$ cat config.mk
export PLATFORM = sky130hd
export DESIGN_NAME = lfsr_galois_par
export DESIGN_NICKNAME = d
export VERILOG_FILES = /design/src/rtl/lfsr_pkg.sv /design/src/rtl/lfsr_galois_stepn.sv /design/src/rtl/lfsr_galois_par.sv
export SDC_FILE = /design/constraint.sdc
export NUM_CORES = 1
export LEC_CHECK = 0
export BUFFER_PORTS_ARGS = -buffer_cell sky130_fd_sc_hd__buf_2
export CAP_MARGIN = 25
export CORE_ASPECT_RATIO = 1.75
export CORE_MARGIN = 4
export CORE_UTILIZATION = 35
export CTS_CLUSTER_DIAMETER = 50
export DETAILED_ROUTE_END_ITERATION = 8
export HOLD_SLACK_MARGIN = 0.08
export MAX_ROUTING_LAYER = met4
export PLACE_DENSITY_LB_ADDON = 0.05
export SYNTH_ARGS = -nofsm -noshare
export SYNTH_HDL_FRONTEND = slang
export SYNTH_SLANG_ARGS = --single-unit
$ cat constraint.sdc
create_clock -name clk -period 3 [get_ports clk]
set_input_delay 0.45 -clock clk [delete_from_list [all_inputs] [get_ports clk]]
set_output_delay 0.45 -clock clk [all_outputs]
set_load 0.03 [all_outputs]
$ cat src/rtl/lfsr_pkg.sv
// Shared definitions for the parallel Galois LFSR: direction codes and the
// single-step Galois update used by the unrolled step network.
package lfsr_pkg;

   localparam int unsigned LFSR_MAX_W = 64;

   localparam bit DIR_MSB = 1'b0;
   localparam bit DIR_LSB = 1'b1;

   typedef logic [LFSR_MAX_W-1:0] lfsr_word_t;

   typedef struct packed {
      lfsr_word_t next_state;
      logic       out_bit;
   } lfsr_step_t;

   // One Galois shift of a width-bit state held in a max-width word.
   function automatic lfsr_step_t lfsr_step1(
      input lfsr_word_t  state,
      input logic        din,
      input lfsr_word_t  poly,
      input logic        dir,
      input int unsigned width
   );
      lfsr_step_t r;
      lfsr_word_t mask;
      lfsr_word_t top;
      mask = {LFSR_MAX_W{1'b1}} >> (LFSR_MAX_W - width);
      top  = lfsr_word_t'(1) << (width - 1);
      if (dir == DIR_MSB) begin
         r.out_bit    = |(state & top);
         r.next_state = (((state << 1) | lfsr_word_t'(din)) & mask)
                        ^ (r.out_bit ? poly : '0);
      end else begin
         r.out_bit    = state[0];
         r.next_state = ((state >> 1) | (lfsr_word_t'(din) << (width - 1)))
                        ^ (r.out_bit ? (poly >> 1) : '0);
      end
      return r;
   endfunction

endpackage

$ cat src/rtl/lfsr_galois_stepn.sv
// Purely combinational STEP-way unroll of the single-step Galois update.
module lfsr_galois_stepn
   import lfsr_pkg::*;
#(
   parameter int unsigned      WIDTH   = 16,
   parameter int unsigned      STEP    = 4,
   parameter bit               DIR_SEL = DIR_MSB,
   parameter logic [WIDTH-1:0] POLY    = WIDTH'(16'h6801)
) (
   input  logic [WIDTH-1:0] i_state,
   input  logic [STEP-1:0]  i_din,
   output logic [WIDTH-1:0] o_state,
   output logic [STEP-1:0]  o_bits
);

   // Chain STEP single steps; step i consumes i_din[i] and emits o_bits[i].
   always_comb begin
      lfsr_word_t w_s;
      lfsr_step_t w_r;
      w_s    = lfsr_word_t'(i_state);
      w_r    = '0;
      o_bits = '0;
      for (int i = 0; i < int'(STEP); i++) begin
         w_r       = lfsr_step1(w_s, i_din[i], lfsr_word_t'(POLY), DIR_SEL, WIDTH);
         w_s       = w_r.next_state;
         o_bits[i] = w_r.out_bit;
      end
      o_state = WIDTH'(w_s);
   end

endmodule

$ cat src/rtl/lfsr_galois_par.sv
// Multi-step Galois LFSR with valid/ready output stream, all-zero lock-up
// recovery and period measurement relative to the last seed.
module lfsr_galois_par
   import lfsr_pkg::*;
#(
   parameter int unsigned      WIDTH       = 16,
   parameter int unsigned      STEP        = 4,
   parameter string            DIR         = "MSB",
   parameter logic [WIDTH-1:0] POLY        = WIDTH'(16'h6801),
   parameter logic [WIDTH-1:0] INIT        = WIDTH'(16'hACE1),
   parameter bit               AUTO_RESEED = 1'b1
) (
   input  logic             clk,
   input  logic             rst_b,
   input  logic             load,
   input  logic [WIDTH-1:0] lfsr_in,
   input  logic [STEP-1:0]  din,
   input  logic             out_ready,
   output logic             out_valid,
   output logic [STEP-1:0]  out_data,
   output logic [WIDTH-1:0] lfsr_out,
   output logic             lockup,
   output logic             period_done,
   output logic [WIDTH-1:0] period_len
);

   localparam bit L_DIR = (DIR == "LSB") ? DIR_LSB : DIR_MSB;

   logic             r_en;
   logic [WIDTH-1:0] r_state;
   logic [WIDTH-1:0] r_seed;
   logic [WIDTH-1:0] r_cnt;
   logic [WIDTH-1:0] r_len;
   logic             r_lockup;
   logic             r_period_done;

   logic [WIDTH-1:0] w_adv;
   logic [STEP-1:0]  w_bits;
   logic             w_fire;
   logic             w_reseed;
   logic             w_cnt_sat;
   logic [WIDTH-1:0] w_state_d;
   logic [WIDTH-1:0] w_seed_d;
   logic [WIDTH-1:0] w_cnt_d;
   logic [WIDTH-1:0] w_len_d;
   logic             w_lockup_d;
   logic             w_period_done_d;

   lfsr_galois_stepn #(
      .WIDTH   (WIDTH),
      .STEP    (STEP),
      .DIR_SEL (L_DIR),
      .POLY    (POLY)
   ) u_stepn (
      .i_state (r_state),
      .i_din   (din),
      .o_state (w_adv),
      .o_bits  (w_bits)
   );

   assign out_valid   = r_en & ~load;
   assign out_data    = w_bits;
   assign lfsr_out    = r_state;
   assign lockup      = r_lockup;
   assign period_done = r_period_done;
   assign period_len  = r_len;

   assign w_fire    = out_valid & out_ready;
   assign w_reseed  = AUTO_RESEED && (w_adv == '0);
   assign w_cnt_sat = (r_cnt == '1);

   // Next-state selection: load beats fire; reseed beats period detection.
   always_comb begin
      w_state_d       = r_state;
      w_seed_d        = r_seed;
      w_cnt_d         = r_cnt;
      w_len_d         = r_len;
      w_lockup_d      = 1'b0;
      w_period_done_d = 1'b0;
      if (load) begin
         w_state_d = lfsr_in;
         w_seed_d  = lfsr_in;
         w_cnt_d   = '0;
      end else if (w_fire) begin
         if (w_reseed) begin
            w_state_d  = INIT;
            w_seed_d   = INIT;
            w_cnt_d    = '0;
            w_lockup_d = 1'b1;
         end else begin
            w_state_d = w_adv;
            if ((w_adv == r_seed) && !w_cnt_sat) begin
               w_period_done_d = 1'b1;
               w_len_d         = r_cnt + WIDTH'(1);
               w_cnt_d         = '0;
            end else if (!w_cnt_sat) begin
               w_cnt_d = r_cnt + WIDTH'(1);
            end
         end
      end
   end

   // State, seed, counters and event pulses.
   always_ff @(posedge clk or negedge rst_b) begin
      if (!rst_b) begin
         r_en          <= 1'b0;
         r_state       <= INIT;
         r_seed        <= INIT;
         r_cnt         <= '0;
         r_len         <= '0;
         r_lockup      <= 1'b0;
         r_period_done <= 1'b0;
      end else begin
         r_en          <= 1'b1;
         r_state       <= w_state_d;
         r_seed        <= w_seed_d;
         r_cnt         <= w_cnt_d;
         r_len         <= w_len_d;
         r_lockup      <= w_lockup_d;
         r_period_done <= w_period_done_d;
      end
   end

endmodule

* Word-level counts from Yosys, hierarchy flattened
Cells that the tools add are included.
** Cells by class
- $add $sub $neg :: 1
- Equality and inequality tests :: 3
- Multiplexer cells :: 22
- Bitwise logic cells :: 12
- Reductions and logical operators :: 8
** Operators with widths (number)
- 2-to-1 mux 16 bit :: 11
- OR 16 x 1 -> 16 bit :: 4
- 2-to-1 mux 15 bit :: 4
- bitwise XOR 16 x 15 -> 16 bit :: 3
- adder 16 x 1 -> 16 bit, second input constant :: 1
- == test 16 bit :: 1
- == test 16 bit, second input constant :: 1
- zero test 16 bit :: 1
- bitwise XOR 16 bit :: 1
- 2-to-1 mux 1 bit :: 7
- != test 4 x 3 -> 1 bit, second input constant :: 1
- AND reduction 2 bit :: 2
- AND reduction 4 bit :: 1
- nonzero test 2 bit :: 2
- AND 1 bit :: 2
- inverter 1 bit :: 2
- logical AND 1 bit :: 1
- zero test 1 bit :: 1
** Word-level totals
- Flip-flop bits (word level) :: 67
- Output and inout port bits :: 39

* Logic depth before layout (Yosys ltp)
- Word-level depth :: 14
- Gate-level depth with buffers :: 11
- Depth with buffers taken out :: 8

* Hierarchy
Synthesis repeated with hierarchy kept, for this count alone.
** Second synthesis, totals
- Cell total of the unflattened synthesis :: 321
- Area total of the unflattened synthesis :: 3507.1 um^2
** Modules (own cells, without submodules)
- lfsr_galois_par :: times used 1, cells each 296, area each 3280.6 um^2, seq. area each 1696.6 um^2
- lfsr_galois_stepn :: times used 1, cells each 25, area each 226.5 um^2, seq. area each 0.0 um^2

* Least setup slack after synthesis
Ideal clock, no wire load.
- Kind :: reg-to-reg
- From :: register r_state[15], in the netlist lfsr_out[15]
- To :: register r_len[0], in the netlist period_len[0]
- Data arrival time :: 2.669 ns
- Path slack :: 0.206 ns
- Cell stages (with the launch flop) :: 10
- Path buffers :: 2
- Clock period less this slack :: 2.794 ns
- Cell sequence :: dfstp_2 > buf_6 > xnor3_2 > xor2_2 > nor2_1 > or3_4 > nor2_4 > nand4_4 > buf_6 > mux2_4
** Between the ends
- Longest elaborated chain between the ends :: 11
- Elaborated cells on any way between the ends :: 15
** Ends and longest elaborated chain
- from (decl) :: RTL line lfsr_galois_par.sv:30 : logic [WIDTH-1:0] r_state;
- from (signal assigned) :: RTL line lfsr_galois_par.sv:115 : r_state <= w_state_d;
- 2-to-1 mux 15 bit * :: RTL line lfsr_pkg.sv:33 : ^ (r.out_bit ? poly : '0);
- bitwise XOR 16 x 15 -> 16 bit * :: RTL line lfsr_pkg.sv:33
- OR 16 x 1 -> 16 bit * :: RTL line lfsr_pkg.sv:32 : r.next_state = (((state << 1) | lfsr_word_t'(din)) & mask)
- bitwise XOR 16 x 15 -> 16 bit * :: RTL line lfsr_pkg.sv:33
- OR 16 x 1 -> 16 bit / 2-to-1 mux 15 bit (equally long branches) :: RTL line lfsr_pkg.sv:32, lfsr_pkg.sv:33
- bitwise XOR 16 x 15 -> 16 bit * :: RTL line lfsr_pkg.sv:33
- 2-to-1 mux 15 bit / OR 16 x 1 -> 16 bit (equally long branches) :: RTL line lfsr_pkg.sv:33, lfsr_pkg.sv:32
- bitwise XOR 16 bit * :: RTL line lfsr_pkg.sv:33
- == test 16 bit / zero test 16 bit (equally long branches) :: RTL line lfsr_galois_par.sv:92, lfsr_galois_par.sv:69
- logical AND 1 bit / inverter 1 bit (equally long branches)
- AND reduction 4 bit (no line) *
- to (signal assigned) :: RTL line lfsr_galois_par.sv:118 : r_len <= w_len_d;
- to (decl) :: RTL line lfsr_galois_par.sv:33 : logic [WIDTH-1:0] r_len;
Mark *: on every way between the ends. The rest lies on a longest branch, timed or not.
A chain may end at the register's enable or synchronous reset.

* Worst setup path in the final report
- From :: register r_state[15], in the netlist lfsr_out[15]
- To :: register r_len[13], in the netlist period_len[13]
The elaborated chain is that of the path after synthesis.

==> flow_summary.yaml <==
run_status:
  status: "finished clean"
sta:
  max-slew-margin-rel: 0.470
  setup_viol: 0
  skew_ns: 0.00796
  fmax_ghz: 0.358
  worst_pin_slew_ns: 0.795
  setup-tns-final_ns: 0
  slew_violations: 0
  post-route-period-util: 0.932
  rsz0062_at_grt: "false"
  hold_viol: 0
  min_period_ns: 2.80
floorplan:
  pin_count: 63
  die_w_um: 85.7
  core_um2: 10300
  fp.dieH_um: 144
  fp-row-count: 49
  die_area_um2: 12300
  start_util: 0.359
yosys:
  syn_avg_cell_area_um2: 10.4
  synth_seq_cells: 67
  syn_area_um2: 3690
  synthArstFlopShare: 1.00
  ys_seq_area_frac: 0.459
  synth_edf_count: 0
  synth_nets: 380
  yosys_most_used_dff: "dfrtp_1"
  synth_cells: 355
  synth_cell_types: 51
  ys_warn_count: 0
setup_path:
  worstSetupStartpoint: "lfsr_out[15]"
  crit_path_end: "period_len[13]"
  slowest_stage: "dfstp_2"
  criticalPathCategory: "flip-flop to flip-flop"
  crit_family: "XOR/XNOR gates"
  rr_worst_depth: 8
  startpoint_type: "flip-flop"
  rrSetupSlack_ns: 0.20
  cp.required_ns: 3.22
  cp_num_buf_inv: 1
  worstPathMaxFanout: 17
  r2r_start: "lfsr_out[15]"
  worstPathCellList: "xnor3_2, xor2_2, nor2_1, or3_4, nor2_4, nand4_4, buf_4, mux2_4"
  path_depth: 8
  critical-path-max-stage-delay_ns: 0.63
  cp-end-kind: "flip-flop"
  critPathArrivalTime_ns: 3.01
  timing.rr.end: "period_len[13]"
flow_run:
  drv_cap: 0
min_path:
  min_path_type: "primary input to asynchronous set/reset pin"
global_routing:
  grt_use_total: 0.178
  antenna_found_initial: 0
  overflow: 0
  grt_pass1_wl_um: 16000
  grt_pass1_vias: 2969
  grt_max_degree: 37
power_and_ir_drop:
  total_power_uw: 2690
  power.density_nw_per_um2: 596
  leakage_uw: 0.00221
  irDropWorstVdd_mv: 0.336
cells_and_area:
  area_delta_synth_final_pct: 22.2
  final_common_cell: "buf_2"
  drive_gt1_frac: 0.323
  antenna_cells: 0
  finalNetCount: 447
  instances_no_fill: 554
  layout_common_cells: "buf_2 (62), dfrtp_1 (51), o21ai_0 (28)"
  stdcell_area_um2: 4510
clock_tree:
  cts.reportedPaths.clkPinSlew_ns: 0.06
  postCtsHoldBufs: 0
  insertion_delay_ns: 0.33
  cts.sinks: 67
  cts_root_buf: "clkbuf_16"
  htreeDepth: 3
  cts_tree: "built"
  numCtsBuffers: 9
  cts_buffer_depth: 2
drt:
  initialDrtViolationCount: 78
  vias: 2825
  drt.antenna.violating_nets: 0
  drcViolationCount: 0
  wire_per_inst_um: 17.9
  vias_per_cell: 5.10
  drtPass1Iterations: 4
  drt_wl_total_um: 9910
place:
  port-buffer-count: 62
  place_congestion: 0.799
  dpl.hpwl_um: 7360
  placed_cell_area_um2: 4170
  place_inst: 536
-- registers in the layout, summed over array words and instances, names as in the netlist --
signal and cells:
period_done 1, lockup 1, r_cnt 16, lfsr_out 16, r_seed 16, period_len 16
r_en 1
-- where the power goes --
| part | switching [uW] | internal (uW) |
|---|---|---|
| Sequential | 68.1 | 971 |
| Combinational | 305 | 209 |
| Clock | 410 | 726 |
| Total | 783 | 1910 |
-- worst register-to-register path, stage by stage (launching register included) --
cell,delay (ns)
dfstp_2,0.63
xnor3_2,0.57
xor2_2,0.19
nor2_1,0.06
or3_4,0.42
nor2_4,0.14
nand4_4,0.09
buf_4,0.26
mux2_4,0.33
-- worst min path at each step --
stage	from	to	depth (start not counted)
2_1_floorplan	rst_b	lfsr_out[12]	0
3_3_place_gp	period_len[5]	period_len[5]	1
3_5_place_dp	period_len[3]	period_len[3]	1
4_1_cts	rst_b	period_len[6]	1
5_1_grt	rst_b	period_len[6]	1
6_report	rst_b	period_len[6]	1
-- metal layers --
metal / part of all wire / GRT usage
met4: 0.018 / 0.0617
met5: 0 / -
met1: 0.39 / 0.189
met3: 0.031 / 0.0327
met2: 0.56 / 0.327
-- final cells by class --
| class | count | area (um^2) |
|---|---|---|
| Tap cell | 127 | 159 |
| Multi-Input combinational cell | 249 | 1830 |
| Fill cell | 1023 | 5790 |
| Clock buffer | 9 | 225 |
| Inverter | 17 | 63.8 |
| Sequential cell | 67 | 1700 |
| Timing Repair Buffer | 78 | 443 |
| Clock inverter | 7 | 92.6 |
-- logic make-up (layout without fill, tap and decap cells) --
kind of cell	count (synthesis)	after routing	synth area share
fa+ha+maj	1	1	0.00339
compound gates	82	82	0.153
simple gates	99	99	0.141
xor+xnor	45	45	0.122
buf+inv	39	111	0.0488
flops	67	67	0.459
mux	21	21	0.0715
other cells	1	1	0.00101
-- synth_stat cells, drive strengths merged (2+ instances only) --
| cell type | instances | area (um^2) |
|---|---|---|
| nand3 | 9 | 45.0 |
| and2 | 3 | 18.8 |
| o22a | 8 | 70.1 |
| nor2b | 5 | 31.3 |
| clkbuf | 12 | 45.0 |
| nand2 | 28 | 105 |
| nor4 | 3 | 18.8 |
| and3 | 6 | 37.5 |
| buf | 10 | 71.3 |
| dfrtp | 51 | 1280 |
| dfstp | 16 | 420 |
| a2bb2oi | 2 | 17.5 |
| or3 | 7 | 48.8 |
| nor2 | 17 | 71.3 |
| nand4 | 5 | 46.3 |
| o31ai | 14 | 105 |
| xnor2 | 23 | 220 |
| o22ai | 3 | 18.8 |
| mux2i | 5 | 50.1 |
| o21ai | 32 | 175 |
| nor3 | 11 | 60.1 |
| a21oi | 8 | 40.0 |
| mux2 | 16 | 214 |
| a22o | 11 | 96.3 |
| or4 | 2 | 15.0 |
| inv | 17 | 63.8 |
| xor2 | 20 | 183 |
-- repair_timing --
action	in CTS	in global routing
resized for setup	1	2
gates cloned	0	0
pin swaps	0	1
setup buffers	0	2
setup endpoints to repair	3	20
-- per-stage QoR --
step | hold WS [ns] | setup slack [ns] | utilization
2_1_floorplan | 0.154 | 0.206 | -
3_5_place_dp | 0.488 | 0.00569 | 0.404
3_3_place_gp | 0.486 | 0.0449 | 0.404
4_1_cts | 0.216 | 0.114 | 0.436
6_report | 0.195 | 0.203 | 0.438
5_1_grt | 0.259 | 0.0194 | 0.438
(Power assumes the default switching activity.)
